`src/rtl/traffic_phase_sequencer.sv`:
```
// Intersection phase sequencer: steps NS/EW greens through yellow and all-red clearance,
// inserts a pedestrian walk phase on request, and reloads the external countdown timer on every phase entry.
module traffic_phase_sequencer #(
    parameter int TW       = 4,
    parameter int T_GREEN  = 5,
    parameter int T_YELLOW = 2,
    parameter int T_ALLRED = 1,
    parameter int T_WALK   = 4
) (
    input  logic          clk,
    input  logic          rst,
    input  logic          car_ns,
    input  logic          car_ew,
    input  logic          ped,
    input  logic [TW-1:0] timer_out,
    output logic          timer_en,
    output logic          timer_load,
    output logic [TW-1:0] timer_init,
    output logic [2:0]    light_ns,
    output logic [2:0]    light_ew,
    output logic [1:0]    light_ped
);

    typedef enum logic [2:0] {
        ST_NS_G    = 3'd0,
        ST_NS_Y    = 3'd1,
        ST_ALL_RED = 3'd2,
        ST_EW_G    = 3'd3,
        ST_EW_Y    = 3'd4,
        ST_PED     = 3'd5
    } state_t;

    localparam logic DIR_NS = 1'b0;
    localparam logic DIR_EW = 1'b1;

    localparam logic [TW-1:0] DUR_GREEN  = TW'(T_GREEN);
    localparam logic [TW-1:0] DUR_YELLOW = TW'(T_YELLOW);
    localparam logic [TW-1:0] DUR_ALLRED = TW'(T_ALLRED);
    localparam logic [TW-1:0] DUR_WALK   = TW'(T_WALK);

    state_t state_r;
    state_t state_nxt_s;
    logic   last_dir_r;
    logic   last_dir_nxt_s;
    logic   req_ns_r;
    logic   req_ew_r;
    logic   req_ped_r;
    logic   expired_s;
    logic   clr_ns_s;
    logic   clr_ew_s;
    logic   clr_ped_s;

    function automatic logic [TW-1:0] dur_of(input state_t s);
        case (s)
            ST_NS_G:    dur_of = DUR_GREEN;
            ST_EW_G:    dur_of = DUR_GREEN;
            ST_NS_Y:    dur_of = DUR_YELLOW;
            ST_EW_Y:    dur_of = DUR_YELLOW;
            ST_ALL_RED: dur_of = DUR_ALLRED;
            ST_PED:     dur_of = DUR_WALK;
            default:    dur_of = DUR_GREEN;
        endcase
    endfunction

    // Anything other than an NS green/yellow shows NS red, so a corrupt state fails safe.
    function automatic logic [2:0] ns_lamp(input state_t s);
        case (s)
            ST_NS_G: ns_lamp = 3'b001;
            ST_NS_Y: ns_lamp = 3'b010;
            default: ns_lamp = 3'b100;
        endcase
    endfunction

    function automatic logic [2:0] ew_lamp(input state_t s);
        case (s)
            ST_EW_G: ew_lamp = 3'b001;
            ST_EW_Y: ew_lamp = 3'b010;
            default: ew_lamp = 3'b100;
        endcase
    endfunction

    function automatic logic [1:0] ped_lamp(input state_t s);
        case (s)
            ST_PED:  ped_lamp = 2'b01;
            default: ped_lamp = 2'b10;
        endcase
    endfunction

    // A stale zero on timer_out during a load cycle must not count as expiry.
    assign expired_s = (timer_out == {TW{1'b0}}) & ~timer_load;

    // Request clear strobes fire in the load cycle of the state that serves them.
    always_comb begin
        clr_ns_s  = 1'b0;
        clr_ew_s  = 1'b0;
        clr_ped_s = 1'b0;
        if (timer_load) begin
            clr_ns_s  = (state_r == ST_NS_G);
            clr_ew_s  = (state_r == ST_EW_G);
            clr_ped_s = (state_r == ST_PED);
        end else begin
            clr_ns_s  = 1'b0;
            clr_ew_s  = 1'b0;
            clr_ped_s = 1'b0;
        end
    end

    // Next-phase selection; every move waits for timer expiry except recovery from an illegal encoding.
    always_comb begin
        state_nxt_s    = state_r;
        last_dir_nxt_s = last_dir_r;
        case (state_r)
            ST_NS_G: begin
                if (expired_s && (req_ew_r || req_ped_r)) begin
                    state_nxt_s = ST_NS_Y;
                end else begin
                    state_nxt_s = ST_NS_G;
                end
            end
            ST_EW_G: begin
                if (expired_s && (req_ns_r || req_ped_r)) begin
                    state_nxt_s = ST_EW_Y;
                end else begin
                    state_nxt_s = ST_EW_G;
                end
            end
            ST_NS_Y: begin
                if (expired_s) begin
                    state_nxt_s    = ST_ALL_RED;
                    last_dir_nxt_s = DIR_NS;
                end else begin
                    state_nxt_s = ST_NS_Y;
                end
            end
            ST_EW_Y: begin
                if (expired_s) begin
                    state_nxt_s    = ST_ALL_RED;
                    last_dir_nxt_s = DIR_EW;
                end else begin
                    state_nxt_s = ST_EW_Y;
                end
            end
            ST_ALL_RED: begin
                if (!expired_s) begin
                    state_nxt_s = ST_ALL_RED;
                end else if (req_ped_r) begin
                    state_nxt_s = ST_PED;
                end else if (last_dir_r == DIR_NS) begin
                    state_nxt_s = ST_EW_G;
                end else begin
                    state_nxt_s = ST_NS_G;
                end
            end
            ST_PED: begin
                // Prefer the direction that did not just run, if it is waiting.
                if (!expired_s) begin
                    state_nxt_s = ST_PED;
                end else if (last_dir_r == DIR_NS) begin
                    state_nxt_s = req_ew_r ? ST_EW_G : ST_NS_G;
                end else begin
                    state_nxt_s = req_ns_r ? ST_NS_G : ST_EW_G;
                end
            end
            default: begin
                state_nxt_s    = ST_NS_G;
                last_dir_nxt_s = DIR_NS;
            end
        endcase
    end

    // Phase register, sticky requests, timer control and registered light decode.
    always_ff @(posedge clk) begin
        if (rst) begin
            state_r    <= ST_NS_G;
            last_dir_r <= DIR_NS;
            req_ns_r   <= 1'b0;
            req_ew_r   <= 1'b0;
            req_ped_r  <= 1'b0;
            timer_en   <= 1'b0;
            timer_load <= 1'b1;
            timer_init <= DUR_GREEN;
            light_ns   <= 3'b001;
            light_ew   <= 3'b100;
            light_ped  <= 2'b10;
        end else begin
            state_r    <= state_nxt_s;
            last_dir_r <= last_dir_nxt_s;
            req_ns_r   <= (req_ns_r  & ~clr_ns_s)  | car_ns;
            req_ew_r   <= (req_ew_r  & ~clr_ew_s)  | car_ew;
            req_ped_r  <= (req_ped_r & ~clr_ped_s) | ped;
            timer_en   <= 1'b1;
            if (state_nxt_s != state_r) begin
                timer_load <= 1'b1;
                timer_init <= dur_of(state_nxt_s);
            end else begin
                timer_load <= 1'b0;
                timer_init <= timer_init;
            end
            light_ns  <= ns_lamp(state_nxt_s);
            light_ew  <= ew_lamp(state_nxt_s);
            light_ped <= ped_lamp(state_nxt_s);
        end
    end

endmodule
```
`config.mk`:
```
export PLATFORM = sky130hd
export DESIGN_NAME = traffic_phase_sequencer
export DESIGN_NICKNAME = d
export VERILOG_FILES = /design/src/rtl/traffic_phase_sequencer.sv
export SDC_FILE = /design/constraint.sdc
export NUM_CORES = 1
export LEC_CHECK = 0
export ABC_AREA = 1
export CAP_MARGIN = 5
export CORE_MARGIN = 3
export CORE_UTILIZATION = 49
export CTS_BUF_LIST = sky130_fd_sc_hd__clkbuf_2
export CTS_CLUSTER_SIZE = 14
export DETAILED_ROUTE_END_ITERATION = 12
export PLACE_DENSITY = 0.76
export SLEW_MARGIN = 0
export SYNTH_ARGS = -nofsm -noshare
export SYNTH_HDL_FRONTEND = slang
export SYNTH_SLANG_ARGS = --single-unit
```
`constraint.sdc`:
```
create_clock -name clk -period 3.8 [get_ports clk]
set_clock_uncertainty 0.1 [all_clocks]
set_input_delay 0.95 -clock clk [delete_from_list [all_inputs] [get_ports clk]]
set_output_delay 0.95 -clock clk [all_outputs]
set_load 0.03 [all_outputs]
```
==> metrics.md, run 1 <==
| Metric | Value |
|---|---|
| Metal2 WL | `979 um` |
| Family with the most delay on the worst path | `buffers and inverters` |
| Area of the multi-input gates | `approximately 450 um2` |
| Detail Route Antenna Nets | `0` |
| Synth unique cells | `24` |
| Area leader, netlist | `dfxtp_1` |
| CP Class | `reg -> out` |
| Outcome | `finished clean` |
| F_max | `between 0.4 and 0.5 GHz` |
| Max stage delay on crit path | `around 680 ps` |
| CTS tree | `done` |
| Core Area | `around 1800 um2` |
| Hold_sp | `req_ped_r$_SDFF_PP0_` |
| Final hold viol count | `0` |
| WL met1 | `around 900 um` |
| Post-synth net total | `136` |
| Overall Global Routing Usage | `0.188` |
| FF/Latch Area | `400 um2` |
| Period utilization | `0.639` |
| Setup crit start | `timer_load$_SDFF_PP1_` |
| Routed WL per cell | `roughly 11 um` |
| Seq/Total Area, Yosys | `0.424` |
| Setup TNS | `0 ps` |
| H-tree depth | `1` |
| Die height | `49.9 um` |
| Die Area | `roughly 2500 um2` |
| Power Dens Cells | `between 300 and 400 nW/um2` |
| Input/output buffers | `21` |
| Number of synthesis warnings | `0` |
| Maximum VDD drop | `217 uV` |
| Final WL | `1.97 mm` |
| Die Wd | `between 40 and 50 um` |
| Hold crit path type | `reg -> reg` |
| Most area-consuming cells after synthesis | `dfxtp_1 42%, inv_1 7.9%, nand2_1 7.9%` |
| Met3 Routed Length | `between 60 and 70 um` |
| Post-CTS setup buffers | `0` |
| Routed vias | `829` |
| Dpl cells | `around 170` |
| Largest net degree at the start of global routing | `13` |
| Final nets | `160` |
| First-pass GRT wire length | `3.62 mm` |
| Num Clock Sinks | `20` |
| Resized cells post-CTS | `0` |
| Critical Path Sink Type | `primary output` |
| Gr ovfl total | `0` |
| Setup violations, final | `0` |
| Clock latency on the worst-skew pair | `just over 300 ps` |
| RSZ-0062 raised after global routing | `no` |
| Worst flop-to-flop path startpoint | `state_r[0]$_SDFF_PP0_` |
| CTS Buf Count | `3` |
| Max-cap viol count | `0` |
| Syn Area/Cell | `roughly 7.4 um2` |
| Via density per instance | `around 4.7` |
| Placer congestion estimate | `0.925` |
| DR pass1 iterations | `2` |
| Seq cells post-synth | `20` |
| Cell Area, Synth | `about 940 um2` |
| Max Slew Vio Count | `0` |
| Clock Path Buffers | `2` |
| Critical-path top delay cell | `clkdlybuf4s50_1` |
| Starting Density | `0.535` |
| Commonest non-fill, non-tap cell in the layout | `clkdlybuf4s50_1` |
| Max layer used | `met4` |
| Hold buffer count at cts | `0` |
| # DRC | `0` |
| Clock transition at path regs | `approximately 200 ps` |
| Fill count | `around 170` |
| Number of global-route vias before repair | `approximately 840` |
| Rows | `15` |
| Worst-path fanout max | `3` |
| Synth top area share | `0.424` |
| Most frequent cells in the layout | `21 x clkdlybuf4s50_1, 20 x inv_1, 20 x nand2_1, 20 x dfxtp_1, 11 x nor2_1` |
| Crit-path cells | `clkdlybuf4s50_1` |
| Leak pwr | `0.000539 uW` |
| Worst EP arrival | `1380 ps` |
| CTS root buf | `clkbuf_2` |
| Ant diodes | `0` |
| Final HPWL from detailed placement | `between 1.5 and 2 mm` |
| Layout cells sized above 1 | `0.187` |
| CP Buf/Inv Count | `1` |
| CP Launch Type | `register` |
| Non-Filler Instances | `roughly 180` |
| Post-synth ARST share | `0` |
| Area Growth Syn to Fin | `29.1%` |
| Number of synthesized flops with an enable pin | `0` |
| Ports | `23` |
| Iter 0 DRT Violations | `7` |
| Main synth FF type | `dfxtp_1` |
| Fin crit period | `approximately 2400 ps` |
| Gate Count Post-Synth | `~130` |
| WP data required | `2750 ps` |
| Initial antenna violation count | `0` |
[worst paths after layout]
path,endpoint,slack (ps),cells after the start
max,timer_load,1370,1
min,req_ped_r$_SDFF_PP0_,390,2
max reg2reg,timer_init[2]$_SDFFE_PP1P_,2080,11
min reg2reg,req_ped_r$_SDFF_PP0_,390,2
[sequential cells by signal, summed over array words and instances, names as in the netlist]
| name | flops |
|---|---|
| last_dir_r | 1 |
| light_ew | 3 |
| light_ns | 3 |
| light_ped | 2 |
| req_ew_r | 1 |
| req_ns_r | 1 |
| req_ped_r | 1 |
| state_r | 3 |
| timer_en | 1 |
| timer_init | 3 |
| timer_load | 1 |
[cell type report]
type                       count  share of cell area
clock buffer                   3              0.0123
clock inverter                 1              0.0246
inverter                      22              0.0677
multi-input combinational     83               0.369
sequential                    20               0.328
tap                           25              0.0256
timing repair buffer          21               0.172
[cells in the mapped netlist, types with 2 or more instances]
cell and number:
dfxtp_1 20, inv_1 20, nand2_1 20, nor2_1 11, nand2_2 9, nand3_1 9
o21ai_0 6, a21oi_1 5, nand4_1 4, nor2_2 4, nand3_2 3, inv_2 2
nor2_4 2, nor3_1 2
[metal layers]
metal  track usage  vias up
li1              -      443
met1         0.224      370
met2         0.322       14
met3        0.0483        2
met4        0.0691        0
met5             0        -
[power breakdown]
part	leakage, uW	switching (uW)	total, uW	internal, uW
clock network	0.0000266	66.0	157	90.8
logic	0.000349	28.4	49.3	20.9
registers	0.000163	3.98	221	217
[cells by family after synthesis]
| kind of cell | count (synthesis) | synth area share |
|---|---|---|
| AOI/OAI and AO/OA | 16 | 0.105 |
| buffers and inverters | 24 | 0.0993 |
| DFF | 20 | 0.424 |
| other | 1 | 0.00397 |
| and+or+nand+nor | 66 | 0.368 |
[stage by stage]
step           utilization  instance area [um2]  hold slack [ps]  total power, uW  worst slack (ps)
2_1_floorplan            -                  945              350              255              1640
3_3_place_gp         0.666                 1170              366              274              1120
3_5_place_dp         0.666                 1170              381              274              1050
4_1_cts              0.691                 1220              404              432              1350
5_1_grt              0.691                 1220              423              446              1250
6_report             0.691                 1220              393              427              1370
Note: power is estimated with default switching activity, not from simulation.
==> run 2, diff against run 1 <==
- CORE_UTILIZATION: 49 -> 45
- PLACE_DENSITY: 0.76 -> 0.74
- clock period: 3.8 -> 2.2 ns (I/O delays scaled with it)
==> run 2 against run 1 <==
Net effect:
- count of clock-buffer cells in the layout stayed put
- critical endpoint is now timer_init[2]
- cell area increased by 3.7%
- critical path type unchanged
- critical path depth did not move
- setup slack got worse by 1200 ps
- routed wire length shrank 1.4%
- via count is 4.0% higher
- worst hold slack worse by 4.1 ps
- sequential cell count is the same
==> metrics.md, run 2 (same netlist as run 1, synthesis figures left out) <==
| Metric | Value |
|---|---|
| CP Class | `reg -> out` |
| Placer congestion estimate | `0.911` |
| Commonest non-fill, non-tap cell in the layout | `clkdlybuf4s50_1` |
| Overall Global Routing Usage | `0.169` |
| Largest net degree at the start of global routing | `13` |
| Ports | `23` |
| Family with the most delay on the worst path | `buffers and inverters` |
| Outcome | `finished clean` |
| Routed vias | `approximately 860` |
| Clock latency on the worst-skew pair | `approximately 320 ps` |
| Max-cap viol count | `0` |
| Ant diodes | `0` |
| Final hold viol count | `0` |
| Resized cells post-CTS | `0` |
| First-pass GRT wire length | `around 3.5 mm` |
| Via density per instance | `4.76` |
| Area Growth Syn to Fin | `33.9%` |
| Critical-path top delay cell | `clkdlybuf4s50_1` |
| CTS Buf Count | `3` |
| Max Slew Vio Count | `0` |
| Critical Path Sink Type | `primary output` |
| Crit-path cells | `clkdlybuf4s50_1` |
| Die Wd | `between 50 and 60 um` |
| H-tree depth | `1` |
| Num Clock Sinks | `20` |
| Final HPWL from detailed placement | `between 1.5 and 2 mm` |
| Rows | `15` |
| CP Buf/Inv Count | `1` |
| Maximum VDD drop | `slightly above 500 uV` |
| Hold crit path type | `reg -> reg` |
| Core Area | `~1900 um2` |
| Iter 0 DRT Violations | `12` |
| Fin crit period | `roughly 2000 ps` |
| Leak pwr | `0.000566 uW` |
| Worst EP arrival | `approximately 1400 ps` |
| Detail Route Antenna Nets | `0` |
| WP data required | `~1600 ps` |
| Die Area | `2680 um2` |
| CTS tree | `done` |
| Worst-path fanout max | `2` |
| Number of global-route vias before repair | `roughly 830` |
| Final Core Density | `0.681` |
| CTS root buf | `clkbuf_2` |
| Clock transition at path regs | `200 ps` |
| Power Dens Cells | `584 nW/um2` |
| RSZ-0062 raised after global routing | `no` |
| F_max | `slightly below 0.5 GHz` |
| Gr ovfl total | `0` |
| Initial antenna violation count | `0` |
| Fill count | `156` |
| Starting Density | `0.508` |
| DR pass1 iterations | `4` |
| # DRC | `0` |
| Most frequent cells in the layout | `21 x clkdlybuf4s50_1, 20 x inv_1, 20 x nand2_1, 20 x dfxtp_1, 11 x nor2_1` |
| Die height | `51.8 um` |
| Clock Path Buffers | `2` |
| Routed WL per cell | `10.7 um` |
| Input/output buffers | `21` |
| Layout cells sized above 1 | `0.218` |
| CP Launch Type | `register` |
| Period utilization | `0.921` |
| Hold buffer count at cts | `0` |
| Setup violations, final | `0` |
| Post-CTS setup buffers | `0` |
| Final WL | `roughly 1.9 mm` |
| DP Worst Slack | `-97.5 ps` |
| Max stage delay on crit path | `roughly 680 ps` |
| Final nets | `roughly 170` |
| Worst Slack Setup Final | `~170 ps` |
-- run 2: per-layer routing --
layer  vias to the layer above  routed length (um)  global-route usage
met5                         -                   0                   0
met1                       385                 928               0.199
met2                        18                 919               0.297
li1                        455                   -                   -
met3                         4                  69              0.0315
met4                         0                  21              0.0699
-- run 2: layout make-up --
cell class	instances	area, um2	share of cell area
Clock buffer	3	15.0	0.0119
Inverter	22	82.6	0.0653
Multi-Input combinational cell	83	450	0.356
Tap cell	25	31.3	0.0247
Timing Repair Buffer	27	255	0.202
Clock inverter	1	30.0	0.0237
Sequential cell	20	400	0.317
-- run 2: worst paths after layout --
path                      endpoint  cells past startpoint                       start  slack [ps]
max                  timer_init[2]                      1  timer_init[2]$_SDFFE_PP1P_         170
min           req_ped_r$_SDFF_PP0_                      2        req_ped_r$_SDFF_PP0_         390
max reg2reg  timer_load$_SDFF_PP1_                      8       state_r[0]$_SDFF_PP0_         380
min reg2reg   req_ped_r$_SDFF_PP0_                      2        req_ped_r$_SDFF_PP0_         390
-- run 2: metrics by stage --
step           TNS (ps)  cell area, um2  total power (uW)  hold WS (ps)  cells
2_1_floorplan         0             945               441           350    127
5_1_grt               0            1260               778           425    181
3_3_place_gp      -36.2            1220               477           365    177
6_report              0            1260               739           389    181
3_5_place_dp       -199            1220               477           377    177
4_1_cts               0            1260               749           399    181
-- run 2: report_power, final --
group | internal [uW] | leakage (uW) | total (uW) | switching, uW
clock network | 157 | 0.0000266 | 269 | 112
logic | 38.9 | 0.000376 | 88.7 | 49.7
registers | 374 | 0.000163 | 381 | 6.89
==> patch, RTL diff (config.mk and constraints of run 2) <==
Change the parameter `TW` from 4 to 8.
--- a/src/rtl/traffic_phase_sequencer.sv
+++ b/src/rtl/traffic_phase_sequencer.sv
@@ -3,3 +3,3 @@
 module traffic_phase_sequencer #(
-    parameter int TW       = 4,
+    parameter int TW       = 8,
     parameter int T_GREEN  = 5,
Interface: changed (resized timer_init and timer_out); port bits go from 23 to 31. No check against the original RTL was run, so the function may have changed too.
==> patch against run 2 <==
Combinational power fell by 12%; critical endpoint is now timer_init[0]; sequential cell count stayed put; wire length grew 18%; final cell count is 13% higher; synthesized area is 10% higher; design area grew 11%; register-to-register slack improved by 0.12 ns; largest power group unchanged; setup slack worse by 0.037 ns; total power is 1.1% lower.
==> patch: results <==
synth:
  yosys.cell_types.count: 31
  yosysSeqAreaShare_pct: 38.4
  most_numerous_cell_types_in_the_synthesized_netlist: "nand2_1 (23), dfxtp_1 (20), inv_1 (20)"
critical_path:
  r2r_end: "timer_init[1]"
  regToRegSetupSlack_ns: 0.50
  timing.reg2reg.worst_path_depth: 12
route:
  route.met3.wl_um: 105
  routed_wl_um: 2280
  avgRoutedWirePerCell_um: 11.2
  routedLengthMet1_um: 1080
  via_count: 957
layout:
  layout_multi_input_combinational_cell_count: 94
  multi_input_combinational_area_share_pct: 36.9
  inverters_excl_clock: 27
  clock_tree_area_fraction_pct: 3.22
  drive_above_1_share_pct: 21.5
  bufAreaShareNonClock_pct: 21.6
placed_design:
  routabilityCongestion: 0.882
  detailedPlacementHpwl_um: 1830
  detailedPlace.worstSlack_ns: -0.144
  dp_cells: 200
hold_path:
  whs_endpoint: "req_ew_r"
global_route:
  gr-usage-met1_pct: 19.7
  via_count_of_the_first_global_routing_pass: 888
  grt_use_met2_pct: 31.5
pwr:
  vdd_drop_max_mv: 0.426
clocking:
  clkLatencyLatePin_ns: 0.34
status:
  status: "finished clean"
floorplan:
  dieArea_mm2: 0.00293
patch: power groups by stage:
stage          Sequential, µW  Combinational [µW]  Clock, µW
5_1_grt                   375                84.3        295
6_report                  373                77.7        279
2_1_floorplan             384                44.5          0
4_1_cts                   373                78.3        281
3_3_place_gp              380                76.9          0
3_5_place_dp              381                78.1          0
patch: worst max path at each step:
stage             startpoint       endpoint  slack [ns]  cells after the start
6_report       timer_init[0]  timer_init[0]        0.14                      1
4_1_cts        timer_init[1]  timer_init[1]        0.14                      1
5_1_grt        timer_init[1]  timer_init[1]        0.09                      1
2_1_floorplan   timer_out[3]  timer_init[2]        0.42                      9
3_5_place_dp    timer_out[1]  timer_init[1]       -0.14                     14
3_3_place_gp    timer_out[3]  timer_init[2]       -0.07                     13
patch: cell families (layout without fill, tap and decap cells):
group,Yosys count,after routing,share of synthesized area [%]
AOI/OAI and AO/OA,19,19,11.2
buffers and inverters,33,63,13.7
DFF,20,20,38.4
other,1,5,0.359
and+or+nand+nor,70,70,36.5
